--- config.mk ---
export PLATFORM = sky130hd
export DESIGN_NAME = pixel_serializer
export DESIGN_NICKNAME = d
export VERILOG_FILES = /design/src/rtl/pixel_serializer.sv
export SDC_FILE = /design/constraint.sdc
export NUM_CORES = 1
export LEC_CHECK = 0
export ABC_CLOCK_PERIOD_IN_PS = 1400
export CAP_MARGIN = 40
export CORE_MARGIN = 2
export CORE_UTILIZATION = 42
export DETAILED_ROUTE_END_ITERATION = 12
export PLACE_DENSITY_LB_ADDON = 0.15
export RECOVER_POWER = 50
export SYNTH_ARGS = -nofsm -noshare
export SYNTH_HDL_FRONTEND = slang
export SYNTH_SLANG_ARGS = --single-unit
--- constraint.sdc ---
create_clock -name c -period 1.4 [get_ports c]
set_input_delay 0.35 -clock c [delete_from_list [all_inputs] [get_ports c]]
set_output_delay 0.35 -clock c [all_outputs]
set_load 0.02 [all_outputs]
--- src/rtl/pixel_serializer.sv ---
// pixel_serializer: parallel word in, one bit per shift_en out.
// Valid/ready upstream; zero-bubble reload on the final bit of a word.
module pixel_serializer #(
  parameter int WIDTH     = 8,
  parameter bit MSB_FIRST = 1'b1
) (
  input  logic             c,
  input  logic             rst,
  input  logic             in_valid,
  output logic             in_ready,
  input  logic [WIDTH-1:0] in_data,
  input  logic             shift_en,
  output logic             out_bit,
  output logic             out_valid,
  output logic             last,
  output logic             busy
);

  localparam int CW = (WIDTH > 1) ? $clog2(WIDTH) : 1;
  localparam logic [CW-1:0] CNT_LAST = CW'(WIDTH - 1);

  typedef enum logic {IDLE, SHIFT} state_t;

  state_t           state, state_nx;
  logic [WIDTH-1:0] shreg, shreg_nx;
  logic [CW-1:0]    cnt, cnt_nx;
  logic             load, adv, done;

  assign busy      = (state == SHIFT);
  assign out_valid = busy;
  assign last      = busy && (cnt == CNT_LAST);
  assign out_bit   = busy &&
                     (MSB_FIRST ? shreg[WIDTH-1] : shreg[0]);
  assign in_ready  = !busy || (last && shift_en);

  // load only reaches SHIFT state when last && shift_en,
  // so the three cases below are mutually exclusive
  assign load = in_valid && in_ready;
  assign adv  = busy && shift_en && !last;
  assign done = busy && shift_en && last && !load;

  always_comb begin
    state_nx = state;
    shreg_nx = shreg;
    cnt_nx   = cnt;
    unique case (1'b1)
      load: begin
        state_nx = SHIFT;
        shreg_nx = in_data;
        cnt_nx   = '0;
      end
      adv: begin
        shreg_nx = MSB_FIRST ? (shreg << 1) : (shreg >> 1);
        cnt_nx   = cnt + CW'(1);
      end
      done: begin
        state_nx = IDLE;
        shreg_nx = '0;
        cnt_nx   = '0;
      end
      default: ;
    endcase
  end

  always_ff @(posedge c) begin
    if (rst) begin
      state <= IDLE;
      shreg <= '0;
      cnt   <= '0;
    end else begin
      state <= state_nx;
      shreg <= shreg_nx;
      cnt   <= cnt_nx;
    end
  end

endmodule

# After elaboration in Yosys (flattened, before gate mapping)
# Cells that the tools add are included.
[word_totals]
regBits = 12
input_bits = 12
out_inout_bits = 5
wordCells = 24
[op_classes]
n_addsub = 1
n_mux = 3
n_reduce_logical = 16
eq_ne = 1
[ops]
columns = ["op", "n"]
rows = [
  ["one-hot mux 8 bit (3 select lines)", 1],
  ["logical AND 1 bit", 8],
  ["one-hot mux 3 bit (2 select lines)", 1],
  ["nonzero test 2 bit", 2],
  ["adder 3 x 1 -> 3 bit, second input constant", 1],
  ["== test 3 bit, second input constant", 1],
  ["logical NOT 1 bit", 3],
  ["nonzero test 3 bit", 1],
  ["one-hot mux 1 bit (2 select lines)", 1],
  ["OR reduction 2 bit", 1],
  ["logical OR 1 bit", 1],
]

# Depth between registers and ports, before layout
[depth]
ltp_word = 9
ltp_mapped = 6
mapped_depth_nobuf = 5

# Worst setup path before layout
# OpenSTA, ideal clock, no wires.
[synth_path]
kind = "register to register"
start = "register cnt[0]"
end = "register shreg[0]"
arrival_ns = 1.336
n_path_buf = 1
setup_time_ns = 0.127
required_ns = 1.273
period_less_slack_ns = 1.464
slack_ns = -0.064
stages_incl_launch_ff = 7
path_cell_list = "dfxtp_1 > ha_1 > ha_1 > buf_6 > a21bo_4 > a32oi_1 > nor2_1"
[synth_between]
elab_chain_len = 8
word_cells_on_any_way = 12
cone_classes = "eq/ne (1); mux (1); reduce/logical (10)"
[synth_rtl]
columns = ["item", "line", "text"]
rows = [
  ["start: declaration", "26", "logic [CW-1:0] cnt, cnt_nx;"],
  ["start signal: assignment", "73", "cnt <= cnt_nx;"],
  ["== test 3 bit *", "31", "assign last = busy && (cnt == CNT_LAST);"],
  ["logical AND 1 bit *", "31", ""],
  ["logical AND 1 bit *", "34", "assign in_ready = !busy || (last && shift_en);"],
  ["logical OR 1 bit *", "34", ""],
  ["via in_ready", "10", "output logic in_ready,"],
  ["logical AND 1 bit *", "38", "assign load = in_valid && in_ready;"],
  ["logical NOT 1 bit", "40", "assign done = busy && shift_en && last && !load;"],
  ["logical AND 1 bit", "40", ""],
  ["one-hot mux 8 bit (3 select lines) / nonzero test 3 bit (equally long branches)", "--", ""],
  ["end signal: assignment", "72", "shreg <= shreg_nx;"],
  ["end: declaration", "25", "logic [WIDTH-1:0] shreg, shreg_nx;"],
]
# The timed path passes the listed nets; every way through them passes the cells marked *.
# A chain may end at the register's enable or synchronous reset.

# Final worst setup path
[layout_path]
start = "register cnt[0]"
end = "output port in_ready"
[layout_between]
elab_chain_len = 4
[layout_rtl]
columns = ["item", "line"]
rows = [
  ["== test 3 bit", "31"],
  ["logical AND 1 bit", "31"],
  ["logical AND 1 bit", "34"],
  ["logical OR 1 bit", "34"],
  ["end: declaration", "10"],
]
# No other way between the ends.

==> results by group <==
Outcome
  • Status: complete, but fails checks
  • Failing checks: negative setup slack

Pwr
  • Switching power: 0.2259 mW
  • Sequential Power Share: between 40% and 50%
  • Pwr/cell area: 874.3 nW/µm²
  • Pint: between 0.6 and 0.7 mW
  • Overall power: 0.8577 mW
  • Comb power frac: 23.0%
  • Switching Fraction: 26.33%
  • P_leak: slightly below 0.4 nW
  • Max VDD drop: around 0.7 mV
  • Clock power frac: 32.8%

Critical path
  • WS Path Type: flop to output port
  • Startpoint types: flop
  • Crit. End Element: output port
  • Crit-path cells: ha_4 > ha_4 > a21bo_4 > buf_6
  • Cell mode on critical path: ha_4
  • Delay-heaviest family, CP: flip-flops
  • R2R Setup Slk: -0.03 ns
  • Req. time, crit path: 1.05 ns
  • Slowest stage delay, CP: 0.34 ns
  • Crit path DAT: 1.26 ns
  • Largest fanout on the critical path: 3
  • WP buf/inv: 1
  • Critical-path cell with the highest stage delay: dfxtp_2

Drt
  • Number of routed nets with antenna violations: 0
  • Pre-antenna DRT Iters: 4
  • Avg WL per Cell: 12.89 µm
  • Routed vias: 639
  • Via/cell ratio: 5.462
  • Starting DRC count in detailed routing: 9
  • Routed WL: 1.508 mm
  • Final routed DRC violation total: 0

Final layout
  • Diode count: 0
  • Final instance area: 980.9 µm²
  • Area delta synth->final: 43.07%
  • Nets@finish: 116
  • Share of cells above drive strength 1: 33.66%
  • Most common cell after layout, fill and taps aside: nor2_1
  • Most frequent cells in the layout: nor2_1, clkdlybuf4s50_1, buf_4

Yosys
  • Post-synthesis cell count: 75
  • Asr flop ratio synth: 0%
  • Cell taking the most area after synthesis: dfxtp_1
  • Seq/Total Area, Yosys: 35.04%
  • Post-Syn Area: 685.7 µm²
  • Synth Warn #: 0
  • #FFs+latches synth: 12
  • Top_reg_cell synth: dfxtp_1
  • Area contributors post-synth: dfxtp_1, nor2_1, a311oi_1
  • EDFF count, synth: 0
  • Post-synth cell types: 25
  • Top cell type's share of synthesized area: 35.04%
  • Post-Syn Nets: 89
  • Mean area per synthesized cell: 9.142 µm²

STA
  • Final hold violation count: 0
  • Final worst slack: -0.2077 ns
  • Final Skew: 0.002203 ns
  • Final Slew Violations: 0
  • Final min period: around 1.6 ns
  • FMAX: 622.0 MHz
  • RSZ-0062 raised after global routing: yes
  • Worst rel slew slack: 80.76%
  • Period utilization: 114.8%
  • Setup TNS: -0.3987 ns
  • Final setup fails: 4
  • Worst-Margin Slew: 0.2868 ns

Clock tree
  • Clk buf depth: 2
  • Clock-pin slew on the worst setup and hold paths: about 0.08 ns
  • Clock Latency Late Sink: 0.28 ns
  • H-tree Lvls: 1
  • Clock buffer count from CTS: 3
  • Setup Buffers After CTS: 0
  • CTS sink count: 12
  • CTS root buffer: clkbuf_4
  • CTS tree: done
  • Hold buffers post-CTS: 0

Die
  • Die extent in x: 44.41 µm
  • Die area: roughly 2000 µm²
  • Die H: 44.41 µm
  • Initial core utilization: 44.99%
  • Core ar.: 1524 µm²
  • I/O pins: 17
  • Rows: 14

Placement
  • DP HPWL: 1.103 mm
  • Placed Area: slightly above 900 µm²
  • # port buffers: 16
  • Placer Congestion: 0.7670

Global routing
  • Global-route wire length before repair: ~2.5 mm
  • Initial antenna violation count: 0
  • Global router's overall resource usage: between 15 and 20%
  • Largest net degree at the start of global routing: 16
  • GR Overflow Total: 0
  • Vias in the first global route: 615

Min path
  • Min-delay worst type: flop to flop

Run
  • Maxcap violations: 0
-- state kept, by name, summed over array words and instances, names as in the netlist --
| register | flops |
|---|---|
| shreg | 8 |
| busy | 1 |
| cnt | 3 |
-- through the flow --
step | cells | setup slack (ns) | hold slack [ns] | utilization (%)
final | 117 | -0.2077 | 0.4903 | 64.37
after global routing | 117 | -0.2600 | 0.5292 | 64.37
after CTS | 117 | -0.2246 | 0.4959 | 64.53
after detailed placement | 113 | -0.5259 | 0.4748 | 61.33
after global placement | 113 | -0.5347 | 0.4647 | 61.33
after floorplan | 75 | 0.02128 | 0.4260 | -
-- routing by layer --
metal	GRT usage (%)	share of wire (%)
met1	20.45	47
met2	28.53	45
met3	7.347	6.7
met4	9.091	1.3
met5	0	0
-- timing repair --
item | in CTS | in global routing
pin swaps | 3 | 2
resized for setup | 28 | 3
endpoints found under the setup margin | 11 | 14
-- Yosys cell counts (2+ instances only) --
cell type and instances:
a2111oi_2 2, dfxtp_1 12, and2_1 4, nor2b_1 2, a21oi_1 2, nor2_1 15
ha_1 2, a211oi_1 4, a22oi_1 2, buf_4 2, a311oi_1 5, and2b_1 5
nor4_1 5, buf_6 2
-- final timing paths --
| kind | startpoint | end | cells past startpoint |
|---|---|---|---|
| max | cnt[0]$_SDFFE_PP0P_ | in_ready | 4 |
| min | shreg[0]$_SDFFE_PP0P_ | shreg[0]$_SDFFE_PP0P_ | 2 |
| max reg2reg | cnt[0]$_SDFFE_PP0P_ | shreg[3]$_SDFFE_PP0P_ | 6 |
| min reg2reg | shreg[0]$_SDFFE_PP0P_ | shreg[0]$_SDFFE_PP0P_ | 2 |
-- power groups by stage --
stage	combinational, mW	clock [mW]	sequential (mW)
after global placement	0.196	0	0.386
after detailed placement	0.198	0	0.386
after CTS	0.198	0.292	0.380
after global routing	0.212	0.307	0.383
after floorplan	0.109	0	0.386
final	0.197	0.281	0.379
-- worst reg2reg max path, delay by kind of cell (launching register included) --
family          cells  cell delay, ns
buf+inv             1            0.19
compound gates      1            0.22
flops               1            0.36
simple gates        2            0.29
fa+ha+maj           2            0.27
-- kinds of logic after synthesis --
kind of cell    Yosys count  share of synthesized area [%]
simple gates             36                          28.65
mux                       2                          3.649
flops                    12                          35.04
compound gates           17                          22.45
buf+inv                   6                          6.567
fa+ha+maj                 2                          3.649
-- final cells by class --
class	instances	area (µm²)
fill	130	543.0
multi-input combinational	57	431.7
inverter	1	3.754
tap	16	20.02
timing repair buffer	27	242.7
clock buffer	4	36.28
sequential	12	246.5
Note: power is estimated with default switching activity, not from simulation.
